### src/rtl/pending_encoder_32to5.sv
// rtl/pending_encoder_32to5.sv - 32-line pending register with priority encoder, popcount and sticky overflow
module pending_encoder_32to5 #(
  parameter bit LSB_FIRST = 1'b1
) (
  input  logic        clk,
  input  logic        reset,
  input  logic [31:0] set_in,
  input  logic        flush,
  input  logic        out_ready,
  output logic        out_valid,
  output logic [4:0]  out_idx,
  output logic [31:0] pending,
  output logic [5:0]  pending_cnt,
  output logic        overflow
);

  logic [31:0] pending_q, pending_d;
  logic [5:0]  cnt_q, cnt_d;
  logic        ovf_q, ovf_d;
  logic [4:0]  idx;
  logic        hs;
  logic [31:0] clr_mask;

  // Later loop iterations overwrite earlier ones, so scan order sets priority.
  always_comb begin
    idx = '0;
    if (LSB_FIRST) begin
      for (int i = 31; i >= 0; i--) begin
        if (pending_q[i]) idx = i[4:0];
      end
    end else begin
      for (int i = 0; i < 32; i++) begin
        if (pending_q[i]) idx = i[4:0];
      end
    end
  end

  assign out_valid = |pending_q;
  assign out_idx   = idx;
  assign hs        = out_valid & out_ready;
  assign clr_mask  = hs ? (32'd1 << idx) : 32'd0;

  always_comb begin
    pending_d = '0;
    ovf_d     = 1'b0;
    cnt_d     = '0;
    if (flush) begin
      pending_d = set_in;
      ovf_d     = 1'b0;
    end else begin
      pending_d = (pending_q & ~clr_mask) | set_in;
      ovf_d     = ovf_q | (|(set_in & pending_q & ~clr_mask));
    end
    for (int i = 0; i < 32; i++) begin
      cnt_d = cnt_d + 6'(pending_d[i]);
    end
  end

  always_ff @(posedge clk or posedge reset) begin
    if (reset) begin
      pending_q <= '0;
      cnt_q     <= '0;
      ovf_q     <= 1'b0;
    end else begin
      pending_q <= pending_d;
      cnt_q     <= cnt_d;
      ovf_q     <= ovf_d;
    end
  end

  assign pending     = pending_q;
  assign pending_cnt = cnt_q;
  assign overflow    = ovf_q;

endmodule

### config.mk
export PLATFORM = sky130hd
export DESIGN_NAME = pending_encoder_32to5
export DESIGN_NICKNAME = d
export VERILOG_FILES = /design/src/rtl/pending_encoder_32to5.sv
export SDC_FILE = /design/constraint.sdc
export NUM_CORES = 1
export LEC_CHECK = 0
export CAP_MARGIN = 20
export CORE_AREA = 2 2 72 101
export DETAILED_ROUTE_END_ITERATION = 8
export DIE_AREA = 0 0 74 103
export PLACE_DENSITY = 0.83
export SKIP_CTS_REPAIR_TIMING = 1
export SLEW_MARGIN = 15
export SYNTH_ARGS = -nofsm -noshare
export SYNTH_HDL_FRONTEND = slang
export SYNTH_SLANG_ARGS = --single-unit
export TNS_END_PERCENT = 30
### constraint.sdc
create_clock -name clk -period 9.2 [get_ports clk]
set_input_delay 1.38 -clock clk [delete_from_list [all_inputs] [get_ports clk]]
set_output_delay 1.38 -clock clk [all_outputs]
set_load 0.02 [all_outputs]
==> results.txt <==
Before antenna repair, the detailed router went through 6 iterations. The path class of the tightest hold or removal check is reg2reg. The I/O pin count came out at 81. The sequential-to-total area share from yosys stat came out at 0.300. The hold violation count in the final report is 0. After clock tree synthesis, the clock-pin slew on the worst setup and hold paths is 80 ps.

At the end of routability-driven placement, the weighted congestion stood at 1.01. The die area came out at 7620 um^2. The TritonCTS buffer count came out at 5.

The number of buffer and inverter instances along the worst setup path is 7. In this run the cell area of the synthesized design comes to 3250 um^2. On the critical path, the stage with the largest delay is an instance of nor4_1. The number of placement rows came out at 36.

The horizontal die dimension came out at 74 um. The final clock period utilization by the worst path is 0.817. The cell family contributing the most delay on the critical path is adder cells. Summing all flip-flop and latch instances after layout gives 976 um^2.

The endpoint identified for the worst register-to-register timing path is pending_cnt[4]. The count of filler cells inserted in the layout is 580. The H-tree level count came out at 2.

The count of distinct cell types in the synthesized netlist is 55. The count of cells along the worst register-to-register path came out at 25. The detailed router finished its first iteration with 415 violations. For this run, the number of Yosys warnings is 0. In this run the critical register-to-register path is launched from pending[14]. The number of nets in the synthesized netlist is 447. The placement-stage cell area came out at 4170 um^2.

The startpoint of the tightest hold check path is pending[5]. The total area of multi-input combinational cells is 2010 um^2. The detailed router placed 3,356 vias in this run. In the synthesized netlist the dominant register cell turns out to be dfrtp_1.

For this configuration, the core starts out at a cell density of 0.478. The average detailed-routed wire length per instance is 19.9 um. The number of nets in the layout came out at 530.

TritonCTS built the clock tree. The fraction of layout instances using a drive strength above 1 came out at 0.0647. The vertical die dimension is 103 um. The total power after layout is 1.05 mW. The detail route stage leaves a number of antenna-violating nets equal to 0. The minimum clock period after layout came out at 7520 ps. In this run the worst setup path begins at pending[14]. The worst-skew pair later-pin latency is 290 ps. The run finished with clean final reports. The total routing resource utilization after global routing is 0.305. The initial antenna violation count is 0. The number of max-slew violations in the final report is 0. The setup check on the worst reg-to-reg path leaves a slack of 1680 ps. The worst hold path terminates at pending[5].

The core outline area is 6800 um^2. The worst slew margin relative to its limit is 0.476. The final-report setup violation count came out at 0. The power density relative to cell area came out at 244 nW/um^2. The largest fanout on the critical path came out at 11. Setup repair after global routing left no endpoint under its margin. Of all flip-flops after synthesis, the portion carrying an async set or reset was 1.00. Counting along the longest clock path gives a buffer depth of 2. STA classifies the critical path startpoint as a register. The layout overhead on the synthesized area is 32.3%.

Across the run, the number of max-cap violations was 0. In this run the tool buffered the top-level ports with 80 buffer cells. The final sum of negative setup slack came out at 0 ps.

The number of remaining DRC errors came out at 0. The total wire length after detailed routing came out at 11,100 um. The estimated wirelength of the detail-placed design is 8930 um.

The number of diodes came out at 0. The total grt overflow is 0. The critical path required time is 9390 ps. In this run the static leakage power is 1.83 nW. Counting buffers and inverters, the worst setup path is 25 cells deep. The wire length of the first global-routing pass came out at 17,100 um. The post-route standard cell area excluding fillers came out at 4300 um^2.

On the worst path, the slowest cell contributes a delay of 680 ps. The ratio of routed vias to standard cells is 6.00. Clock tree synthesis found a total of 39 sinks. The critical path in this run is classified as reg2reg.

The synthesized flop and latch total came out at 39. The tree is rooted in a clkbuf_8. The synthesized netlist cell count is 380. The worst setup skew after layout came out at 5.80 ps. The slew at the pin with the worst max-slew slack came out at 780 ps.

The pin count of the biggest net entering global routing is 40. The number of instances on the worst hold path came out at 1. The critical path data arrival time came out at 7700 ps. The worst setup path is captured at a register. Dividing the synthesized area by the synthesized cell count gives 8.55 um^2.

Based on the critical path, the design can be clocked at up to 0.133 GHz. The number of global-route vias before repair came to 3,289. The worst IR drop on VDD is 0.000398 V. Counting flops with a built-in enable in the synthesized netlist gives 0.
metrics by stage:
stage,hold WS (ps),cells,worst slack (ps),util
after floorplan,709,380,2570,-
after global placement,673,551,1630,0.613
after detailed placement,678,551,1640,0.613
after CTS,696,559,1780,0.632
after global routing,711,559,1220,0.632
final,706,559,1680,0.632
worst max path at each step:
| stage | end | slack (ps) |
|---|---|---|
| floorplan | pending_cnt[4] | 2570 |
| global placement | pending_cnt[4] | 1630 |
| detailed placement | pending_cnt[4] | 1640 |
| CTS | pending_cnt[4] | 1780 |
| global route | pending_cnt[4] | 1220 |
| finish | pending_cnt[4] | 1680 |
cells in the final DEF (no fill, tap or decap), types with 4 or more instances in the layout:
cell	instances
or2_2	6
ha_1	7
or4_1	8
clkdlybuf4s50_1	80
fa_1	24
inv_1	63
a21oi_1	9
a21o_1	8
or3_1	9
o21a_1	6
nand2_1	24
clkbuf_8	5
nand2b_1	4
o21ai_0	27
nor2_1	33
a31o_2	9
nor4_1	8
o21bai_1	4
nand3_1	20
o211ai_1	9
dfrtp_1	39
nor2b_1	8
layer usage:
layer	routed length [um]	global-route usage	up-vias	share of wire
met5	0	0	-	0
met4	572	0.145	0	0.051
met3	658	0.0293	48	0.059
met2	5660	0.517	198	0.51
met1	4250	0.388	1615	0.38
li1	-	-	1495	-
cell usage after synthesis (3+ instances only):
cell type  count  area share
a21o_1         8       0.018
a21oi_1        9       0.014
a221oi_1       3      0.0081
a31o_2         9       0.024
and3_1         3      0.0058
clkbuf_1       7      0.0081
dfrtp_1       39        0.30
fa_1          24        0.15
ha_1           7       0.027
inv_1         63       0.073
nand2_1       24       0.028
nand2b_1       4      0.0077
nand3_1       20       0.031
nor2_1        33       0.038
nor2b_1        8       0.015
nor3_1         3      0.0046
nor4_1         8       0.015
o211ai_1       9       0.021
o21a_1         6       0.014
o21ai_0       27       0.042
o21bai_1       4      0.0092
or2_2          6       0.012
or3_1          9       0.017
or4_1          8       0.018
xnor2_1        3      0.0081
state kept, by name, indices dropped and copies added, names as in the netlist:
register / cells
pending: 32
pending_cnt: 6
overflow: 1
power by group:
group	total [mW]	switching [mW]	internal, mW	leakage (nW)
registers	0.231	0.0247	0.206	0.429
logic	0.647	0.334	0.314	1.34
clock network	0.172	0.0637	0.108	0.0654
total	1.05	0.422	0.628	1.83
cell type report:
| class | instances | share of cell area |
|---|---|---|
| timing repair buffer | 83 | 0.192 |
| clock buffer | 6 | 0.0169 |
| clock inverter | 2 | 0.0140 |
| tap | 95 | 0.0276 |
| sequential | 39 | 0.227 |
| inverter | 64 | 0.0559 |
| multi-input combinational | 270 | 0.467 |
kinds of logic (layout without fill, tap and decap cells):
| logic type | Yosys count | after routing | share of synthesized area |
|---|---|---|---|
| flops | 39 | 39 | 0.300 |
| simple gates | 132 | 132 | 0.209 |
| compound gates | 104 | 104 | 0.226 |
| xor+xnor | 3 | 3 | 0.00808 |
| buf+inv | 71 | 155 | 0.0820 |
| fa+ha+maj | 31 | 31 | 0.175 |
(Power assumes the default switching activity.)
